**src/rtl/vx_raster_csr_pkg.sv**
```systemverilog
// Shared types for the raster CSR responder: CSR index map, raster configuration
// bundle, responder state encoding and field access helpers.
package vx_raster_csr_pkg;

  localparam int unsigned RASTER_CSR_DATA_BITS  = 32;
  localparam int unsigned RASTER_TILE_DATA_BITS = 16;
  localparam int unsigned RASTER_CSR_ADDR_BITS  = 12;
  localparam int unsigned RASTER_CSR_COUNT      = 9;

  localparam logic [3:0] RASTER_CSR_PIDX_ADDR   = 4'd0;
  localparam logic [3:0] RASTER_CSR_PIDX_SIZE   = 4'd1;
  localparam logic [3:0] RASTER_CSR_PBUF_ADDR   = 4'd2;
  localparam logic [3:0] RASTER_CSR_PBUF_STRIDE = 4'd3;
  localparam logic [3:0] RASTER_CSR_TILE_LEFT   = 4'd4;
  localparam logic [3:0] RASTER_CSR_TILE_TOP    = 4'd5;
  localparam logic [3:0] RASTER_CSR_TILE_WIDTH  = 4'd6;
  localparam logic [3:0] RASTER_CSR_TILE_HEIGHT = 4'd7;
  localparam logic [3:0] RASTER_CSR_CTRL        = 4'd8;

  typedef logic [RASTER_CSR_DATA_BITS-1:0]  csr_data_t;
  typedef logic [RASTER_TILE_DATA_BITS-1:0] tile_data_t;
  typedef logic [RASTER_CSR_ADDR_BITS-1:0]  csr_addr_t;

  typedef struct packed {
    csr_data_t  pidx_addr;
    csr_data_t  pidx_size;
    csr_data_t  pbuf_addr;
    csr_data_t  pbuf_stride;
    tile_data_t tile_left;
    tile_data_t tile_top;
    tile_data_t tile_width;
    tile_data_t tile_height;
  } raster_csrs_t;

  typedef enum logic [1:0] {
    StIdle,
    StPending,
    StStart
  } raster_csr_state_t;

  // Wrapping subtract; callers treat any offset >= RASTER_CSR_COUNT as out of range.
  function automatic csr_addr_t csr_offset(input csr_addr_t addr, input csr_addr_t base);
    return addr - base;
  endfunction

  function automatic csr_data_t tile_zext(input tile_data_t val);
    return {{(RASTER_CSR_DATA_BITS - RASTER_TILE_DATA_BITS){1'b0}}, val};
  endfunction

  function automatic csr_data_t csr_field_read(input raster_csrs_t csrs, input logic [3:0] idx);
    csr_data_t res;
    res = '0;
    case (idx)
      RASTER_CSR_PIDX_ADDR:   res = csrs.pidx_addr;
      RASTER_CSR_PIDX_SIZE:   res = csrs.pidx_size;
      RASTER_CSR_PBUF_ADDR:   res = csrs.pbuf_addr;
      RASTER_CSR_PBUF_STRIDE: res = csrs.pbuf_stride;
      RASTER_CSR_TILE_LEFT:   res = tile_zext(csrs.tile_left);
      RASTER_CSR_TILE_TOP:    res = tile_zext(csrs.tile_top);
      RASTER_CSR_TILE_WIDTH:  res = tile_zext(csrs.tile_width);
      RASTER_CSR_TILE_HEIGHT: res = tile_zext(csrs.tile_height);
      default:                res = '0;
    endcase
    return res;
  endfunction

  function automatic raster_csrs_t csr_field_write(input raster_csrs_t csrs,
                                                   input logic [3:0] idx,
                                                   input csr_data_t data);
    raster_csrs_t res;
    res = csrs;
    case (idx)
      RASTER_CSR_PIDX_ADDR:   res.pidx_addr   = data;
      RASTER_CSR_PIDX_SIZE:   res.pidx_size   = data;
      RASTER_CSR_PBUF_ADDR:   res.pbuf_addr   = data;
      RASTER_CSR_PBUF_STRIDE: res.pbuf_stride = data;
      RASTER_CSR_TILE_LEFT:   res.tile_left   = data[RASTER_TILE_DATA_BITS-1:0];
      RASTER_CSR_TILE_TOP:    res.tile_top    = data[RASTER_TILE_DATA_BITS-1:0];
      RASTER_CSR_TILE_WIDTH:  res.tile_width  = data[RASTER_TILE_DATA_BITS-1:0];
      RASTER_CSR_TILE_HEIGHT: res.tile_height = data[RASTER_TILE_DATA_BITS-1:0];
      default:                res = csrs;
    endcase
    return res;
  endfunction

endpackage

```
**src/rtl/vx_raster_csr_if.sv**
```systemverilog
// CSR request/response channels plus the raster-side configuration and start handshake.
interface vx_raster_csr_if import vx_raster_csr_pkg::*; ();

  logic         csr_wr_valid;
  logic         csr_wr_ready;
  csr_addr_t    csr_wr_addr;
  csr_data_t    csr_wr_data;

  logic         csr_rd_valid;
  logic         csr_rd_ready;
  csr_addr_t    csr_rd_addr;

  logic         csr_rsp_valid;
  logic         csr_rsp_ready;
  csr_data_t    csr_rsp_data;
  logic         csr_rsp_err;

  logic         raster_busy;
  raster_csrs_t raster_csrs;
  logic         raster_start_valid;
  logic         raster_start_ready;

  // Requester / raster-pipeline side.
  modport master (
    output csr_wr_valid, csr_wr_addr, csr_wr_data,
    input  csr_wr_ready,
    output csr_rd_valid, csr_rd_addr,
    input  csr_rd_ready,
    input  csr_rsp_valid, csr_rsp_data, csr_rsp_err,
    output csr_rsp_ready,
    output raster_busy, raster_start_ready,
    input  raster_csrs, raster_start_valid
  );

  // Responder side.
  modport slave (
    input  csr_wr_valid, csr_wr_addr, csr_wr_data,
    output csr_wr_ready,
    input  csr_rd_valid, csr_rd_addr,
    output csr_rd_ready,
    output csr_rsp_valid, csr_rsp_data, csr_rsp_err,
    input  csr_rsp_ready,
    input  raster_busy, raster_start_ready,
    output raster_csrs, raster_start_valid
  );

endinterface

```
**src/rtl/vx_raster_csr.sv**
```systemverilog
// Raster CSR responder: shadow configuration written over the CSR path, committed atomically
// into the active bundle only while the raster pipeline is idle.
module vx_raster_csr import vx_raster_csr_pkg::*; #(
  parameter logic [11:0] CSR_BASE = 12'h7C0
) (
  input logic            clk,
  input logic            reset,
  vx_raster_csr_if.slave csr_if
);

  raster_csr_state_t state_q, state_d;
  raster_csrs_t      shadow_q, shadow_d;
  raster_csrs_t      active_q, active_d;

  logic      rsp_valid_q, rsp_valid_d;
  csr_data_t rsp_data_q, rsp_data_d;
  logic      rsp_err_q, rsp_err_d;

  csr_addr_t  wr_off, rd_off;
  logic [3:0] wr_idx, rd_idx;
  logic       wr_in_range, rd_in_range;
  logic       wr_is_ctrl, wr_ready, wr_fire, commit;
  logic       rd_ready, rd_fire;
  logic       start_valid;

  // Address decode and handshakes.
  always_comb begin
    wr_off      = csr_offset(csr_if.csr_wr_addr, CSR_BASE);
    rd_off      = csr_offset(csr_if.csr_rd_addr, CSR_BASE);
    wr_in_range = (wr_off < csr_addr_t'(RASTER_CSR_COUNT));
    rd_in_range = (rd_off < csr_addr_t'(RASTER_CSR_COUNT));
    wr_idx      = wr_off[3:0];
    rd_idx      = rd_off[3:0];
    wr_is_ctrl  = wr_in_range && (wr_idx == RASTER_CSR_CTRL);
    // Only CTRL writes can stall, so field updates keep flowing during a commit.
    wr_ready    = !(wr_is_ctrl && (state_q != StIdle));
    wr_fire     = csr_if.csr_wr_valid && wr_ready;
    commit      = wr_fire && wr_is_ctrl && csr_if.csr_wr_data[0];
    rd_ready    = !rsp_valid_q || csr_if.csr_rsp_ready;
    rd_fire     = csr_if.csr_rd_valid && rd_ready;
  end

  always_comb begin
    shadow_d = shadow_q;
    if (wr_fire && wr_in_range && !wr_is_ctrl) begin
      shadow_d = csr_field_write(shadow_q, wr_idx, csr_if.csr_wr_data);
    end
  end

  // Commit FSM; active copies shadow_q so a same-cycle write lands in shadow only.
  always_comb begin
    state_d     = state_q;
    active_d    = active_q;
    start_valid = 1'b0;
    unique case (state_q)
      StIdle: begin
        if (commit) begin
          state_d = StPending;
        end
      end
      StPending: begin
        if (!csr_if.raster_busy) begin
          active_d = shadow_q;
          state_d  = StStart;
        end
      end
      StStart: begin
        start_valid = 1'b1;
        if (csr_if.raster_start_ready) begin
          state_d = StIdle;
        end
      end
      default: state_d = StIdle;
    endcase
  end

  // One-entry response register; a read sees shadow_q, i.e. the pre-write value.
  always_comb begin
    rsp_valid_d = rsp_valid_q;
    rsp_data_d  = rsp_data_q;
    rsp_err_d   = rsp_err_q;
    if (rd_fire) begin
      rsp_valid_d = 1'b1;
      if (!rd_in_range) begin
        rsp_data_d = '0;
        rsp_err_d  = 1'b1;
      end else if (rd_idx == RASTER_CSR_CTRL) begin
        rsp_data_d = {{(RASTER_CSR_DATA_BITS - 2){1'b0}},
                      (state_q == StStart), (state_q == StPending)};
        rsp_err_d  = 1'b0;
      end else begin
        rsp_data_d = csr_field_read(shadow_q, rd_idx);
        rsp_err_d  = 1'b0;
      end
    end else if (csr_if.csr_rsp_ready) begin
      rsp_valid_d = 1'b0;
    end
  end

  always_ff @(posedge clk) begin
    if (reset) begin
      state_q     <= StIdle;
      shadow_q    <= '0;
      active_q    <= '0;
      rsp_valid_q <= 1'b0;
      rsp_data_q  <= '0;
      rsp_err_q   <= 1'b0;
    end else begin
      state_q     <= state_d;
      shadow_q    <= shadow_d;
      active_q    <= active_d;
      rsp_valid_q <= rsp_valid_d;
      rsp_data_q  <= rsp_data_d;
      rsp_err_q   <= rsp_err_d;
    end
  end

  assign csr_if.csr_wr_ready       = wr_ready;
  assign csr_if.csr_rd_ready       = rd_ready;
  assign csr_if.csr_rsp_valid      = rsp_valid_q;
  assign csr_if.csr_rsp_data       = rsp_data_q;
  assign csr_if.csr_rsp_err        = rsp_err_q;
  assign csr_if.raster_csrs        = active_q;
  assign csr_if.raster_start_valid = start_valid;

endmodule

```
**src/flat_wrapper.sv**
```systemverilog
// flat-port wrapper written by rule: the top's interface ports become plain ports
module vx_raster_csr_flat import vx_raster_csr_pkg::*;
#(
  parameter logic [11:0] CSR_BASE = 12'h7C0
)
  (clk, reset, csr_if_csr_wr_valid, csr_if_csr_wr_addr, csr_if_csr_wr_data, csr_if_csr_wr_ready, csr_if_csr_rd_valid, csr_if_csr_rd_addr, csr_if_csr_rd_ready, csr_if_csr_rsp_valid, csr_if_csr_rsp_data, csr_if_csr_rsp_err, csr_if_csr_rsp_ready, csr_if_raster_busy, csr_if_raster_start_ready, csr_if_raster_csrs, csr_if_raster_start_valid);
  vx_raster_csr_if csr_if_i ();
  input logic clk;
  input logic reset;
  input wire logic [$bits(csr_if_i.csr_wr_valid)-1:0] csr_if_csr_wr_valid;
  input wire logic [$bits(csr_if_i.csr_wr_addr)-1:0] csr_if_csr_wr_addr;
  input wire logic [$bits(csr_if_i.csr_wr_data)-1:0] csr_if_csr_wr_data;
  output wire logic [$bits(csr_if_i.csr_wr_ready)-1:0] csr_if_csr_wr_ready;
  input wire logic [$bits(csr_if_i.csr_rd_valid)-1:0] csr_if_csr_rd_valid;
  input wire logic [$bits(csr_if_i.csr_rd_addr)-1:0] csr_if_csr_rd_addr;
  output wire logic [$bits(csr_if_i.csr_rd_ready)-1:0] csr_if_csr_rd_ready;
  output wire logic [$bits(csr_if_i.csr_rsp_valid)-1:0] csr_if_csr_rsp_valid;
  output wire logic [$bits(csr_if_i.csr_rsp_data)-1:0] csr_if_csr_rsp_data;
  output wire logic [$bits(csr_if_i.csr_rsp_err)-1:0] csr_if_csr_rsp_err;
  input wire logic [$bits(csr_if_i.csr_rsp_ready)-1:0] csr_if_csr_rsp_ready;
  input wire logic [$bits(csr_if_i.raster_busy)-1:0] csr_if_raster_busy;
  input wire logic [$bits(csr_if_i.raster_start_ready)-1:0] csr_if_raster_start_ready;
  output wire logic [$bits(csr_if_i.raster_csrs)-1:0] csr_if_raster_csrs;
  output wire logic [$bits(csr_if_i.raster_start_valid)-1:0] csr_if_raster_start_valid;
  assign csr_if_i.csr_wr_valid = csr_if_csr_wr_valid;
  assign csr_if_i.csr_wr_addr = csr_if_csr_wr_addr;
  assign csr_if_i.csr_wr_data = csr_if_csr_wr_data;
  assign csr_if_csr_wr_ready = csr_if_i.csr_wr_ready;
  assign csr_if_i.csr_rd_valid = csr_if_csr_rd_valid;
  assign csr_if_i.csr_rd_addr = csr_if_csr_rd_addr;
  assign csr_if_csr_rd_ready = csr_if_i.csr_rd_ready;
  assign csr_if_csr_rsp_valid = csr_if_i.csr_rsp_valid;
  assign csr_if_csr_rsp_data = csr_if_i.csr_rsp_data;
  assign csr_if_csr_rsp_err = csr_if_i.csr_rsp_err;
  assign csr_if_i.csr_rsp_ready = csr_if_csr_rsp_ready;
  assign csr_if_i.raster_busy = csr_if_raster_busy;
  assign csr_if_i.raster_start_ready = csr_if_raster_start_ready;
  assign csr_if_raster_csrs = csr_if_i.raster_csrs;
  assign csr_if_raster_start_valid = csr_if_i.raster_start_valid;
  vx_raster_csr #(.CSR_BASE(CSR_BASE)) u_core (.clk(clk), .reset(reset), .csr_if(csr_if_i));
endmodule
```
**config.mk**
```make
export PLATFORM = sky130hd
export DESIGN_NAME = vx_raster_csr_flat
export DESIGN_NICKNAME = d
export VERILOG_FILES = /design/src/rtl/vx_raster_csr_pkg.sv /design/src/rtl/vx_raster_csr_if.sv /design/src/rtl/vx_raster_csr.sv /design/src/flat_wrapper.sv
export SDC_FILE = /design/constraint.sdc
export NUM_CORES = 1
export LEC_CHECK = 0
export ABC_AREA = 1
export BUFFER_PORTS_ARGS = -buffer_cell sky130_fd_sc_hd__buf_2
export CAP_MARGIN = 20
export CORE_ASPECT_RATIO = 1.5
export CORE_MARGIN = 4
export CORE_UTILIZATION = 56
export CTS_CLUSTER_DIAMETER = 100
export CTS_CLUSTER_SIZE = 20
export DETAILED_ROUTE_END_ITERATION = 7
export PLACE_DENSITY = 0.76
export SYNTH_ARGS = -nofsm -noshare
export SYNTH_HDL_FRONTEND = slang
export SYNTH_SLANG_ARGS = --single-unit
```
**constraint.sdc**
```tcl
create_clock -name clk -period 2.08 [get_ports clk]
set_clock_uncertainty 0.15 [all_clocks]
set_input_delay 0.208 -clock clk [delete_from_list [all_inputs] [get_ports clk]]
set_output_delay 0.208 -clock clk [all_outputs]
set_load 0.05 [all_outputs]
```
==> flow_summary.ini <==
[outcome]
status = complete, no violations

[sta]
max_slew_margin_pct = 62.15
finalSetupTns_ns = 0
rsz0062_at_grt = no
finalHoldViolCount = 0
setup_violations = 0
worst_pin_slew_ns = 0.5664
hold_slack_ns = 0.01503
drv_slew = 0
fmax_mhz = 516.6
min_period_over_period_pct = 93.06
fin_crit_ns = 1.936

[routing]
vias_per_cell = 5.467
wl_um = 59920
routed-via-count = 17840
wl_per_cell_um = 18.36
ant_nets = 0
drt_iter0_drc = 1348
drc_errors = 0
first_pass_iters = 5

[pwr]
ir_drop_v = 0.0005691
power.leakage_nw = 9.875
cellPowerDensity_nw_per_um2 = 653.0

[hold_path]
holdCritPathClass = in2reg

[yosys]
synth-seq-cells = 420
avgSynthCellArea_um2 = 6.726
synthTopCellsByArea = dfxtp_1 (47%), nand2_1 (16%), nand3_1 (9.5%), nor2_1 (9.3%), a21oi_1 (6.4%)
syn_nets = 2705
syn-cell-area_um2 = 17770
synth_cell_types = 17
yosysSeqAreaShare_pct = 47.32
synth_top_cell_by_area = dfxtp_1
yosys_warnings = 0
synth_top_area_share_pct = 47.32
synthCells = 2642

[clock_tree]
clk_latency_ns = 0.56
cts_tree = yes
clock-sinks = 420
htree_levels = 1
cts_buffers = 24
cts_buffer_depth = 3
clk_pin_slew_ns = 0.09
root_buffer = clkbuf_16
post_cts_resized = 0

[placement]
hpwlAfterDp_um = 42570
io_buffers = 291
gp_congestion = 0.9429

[floorplanning]
initial_core_util_pct = 57.07
die_w_um = 153.4
die_h_um = 226.2
die_area_um2 = 34700
io_pins = 292
placementRows = 79
core_um2 = 31140

[critical_path]
cp-start-kind = flip-flop
reg2reg_slack_ns = 0.21
slowest_stage = dfxtp_1
worstPathArrival_ns = 1.58
cp_cell_sequence = inv_1 -> nor2_1 -> buf_2
cp_max_fo = 3
worstSetupPathType = reg2out
critical_path.max_stage_delay_ns = 0.40
cp-end-kind = output port
required_ns = 1.72

[finish]
mostFrequentLayoutCell = nand2_1
antenna_cells = 0
drive_above_1_share_pct = 13.65
layout.nets = 2922
layout_common_cells = nand2_1 (739), nor2_1 (436), dfxtp_1 (420), nand3_1 (336), buf_2 (290)
final_util_pct = 66.27
areaGrowthSynthToFinish_pct = 16.12

[grt]
antenna_found_initial = 1
grt_pass1_vias = 16830
grt_pass1_wl_um = 90910
grt_max_degree = 128
grt_usage_pct = 33.02
overflow = 0

[flow_run]
cap_violations = 0
[per-layer routing]
layer | GRT usage, % | part of all wire [%] | vias up
li1 | - | - | 8643
met1 | 35.87 | 35 | 8265
met2 | 58.57 | 50 | 710
met3 | 3.508 | 6.0 | 222
met4 | 25.77 | 9.2 | 0
met5 | 0 | 0 | -
[report_power, final]
group          switching [W]  leakage, nW  internal, W
Clock                0.00262        0.308      0.00213
Combinational       0.000509         6.19     0.000171
Sequential        0.00000306         3.38      0.00803
Total                0.00314         9.87       0.0103
[state kept, by name, indices dropped and copies added (netlist names)]
| register | flops |
|---|---|
| u_core.csr_if.csr_rsp_valid | 1 |
| u_core.csr_if.csr_rsp_data | 32 |
| u_core.shadow_q | 192 |
| u_core.state_q | 2 |
| u_core.csr_if.raster_csrs | 192 |
| u_core.csr_if.csr_rsp_err | 1 |
[cell families (layout without fill, tap and decap cells)]
logic type      count (synthesis)  count (layout)  synth area share (%)
buf+inv                       417             633                 9.816
compound gates                257             257                 7.267
simple gates                 1548            1548                 35.60
flops                         420             420                 47.32
[repair_timing]
item	CTS	global route
buffers inserted	0	2
hold endpoints to repair	195	0
endpoints found under the setup margin	0	1
hold buffers	41	0
[synth_stat cells]
cell      instances
nand2_1         740
nor2_1          442
dfxtp_1         420
nand3_1         336
a21oi_1         228
inv_1           218
clkbuf_1        121
buf_4            40
o21ai_0          28
buf_2            23
nand4_1          16
buf_1            15
nor3_1            7
nand3_2           5
nor3_4            1
o211a_1           1
or2_2             1
[critical path: cells and delay by family (launching register included)]
kind                   cells  cell delay, ns
DFF                        1            0.40
buffers and inverters      2            0.38
and+or+nand+nor            1            0.24
[worst paths after layout]
path                                              startpoint                                           to  cells after the start
setup / recovery              u_core.state_q[1]$_SDFFE_PP0P_                    csr_if_raster_start_valid                      3
setup reg to reg              u_core.state_q[0]$_SDFFE_PP0P_  u_core.csr_if.raster_csrs[152]$_SDFFE_PP0P_                      6
hold / removal                         csr_if_csr_wr_addr[0]            u_core.shadow_q[100]$_SDFFE_PP0P_                      5
hold reg to reg   u_core.csr_if.raster_csrs[92]$_SDFFE_PP0P_   u_core.csr_if.raster_csrs[92]$_SDFFE_PP0P_                      2
[cell type report]
cell class                      count  area, µm²
Tap cell                          405      506.7
Sequential cell                   420       8408
Inverter                          218      823.3
Multi-Input combinational cell   1805       7650
Timing Repair Buffer              390       2621
Fill cell                        2844      10500
Clock buffer                       25      625.6
[metrics by stage]
step | power (W) | cells | area (µm²) | setup WS, ns
final | 0.01348 | 3263 | 20630 | 0.1444
after global routing | 0.01382 | 3263 | 20630 | 0.07557
after CTS | 0.01352 | 3261 | 20620 | 0.04828
after detailed placement | 0.008832 | 3195 | 19580 | 0.1035
after global placement | 0.008829 | 3195 | 19580 | 0.1635
after floorplan | 0.008559 | 2642 | 17770 | 0.1578
Power figures use the tool's default switching activity.
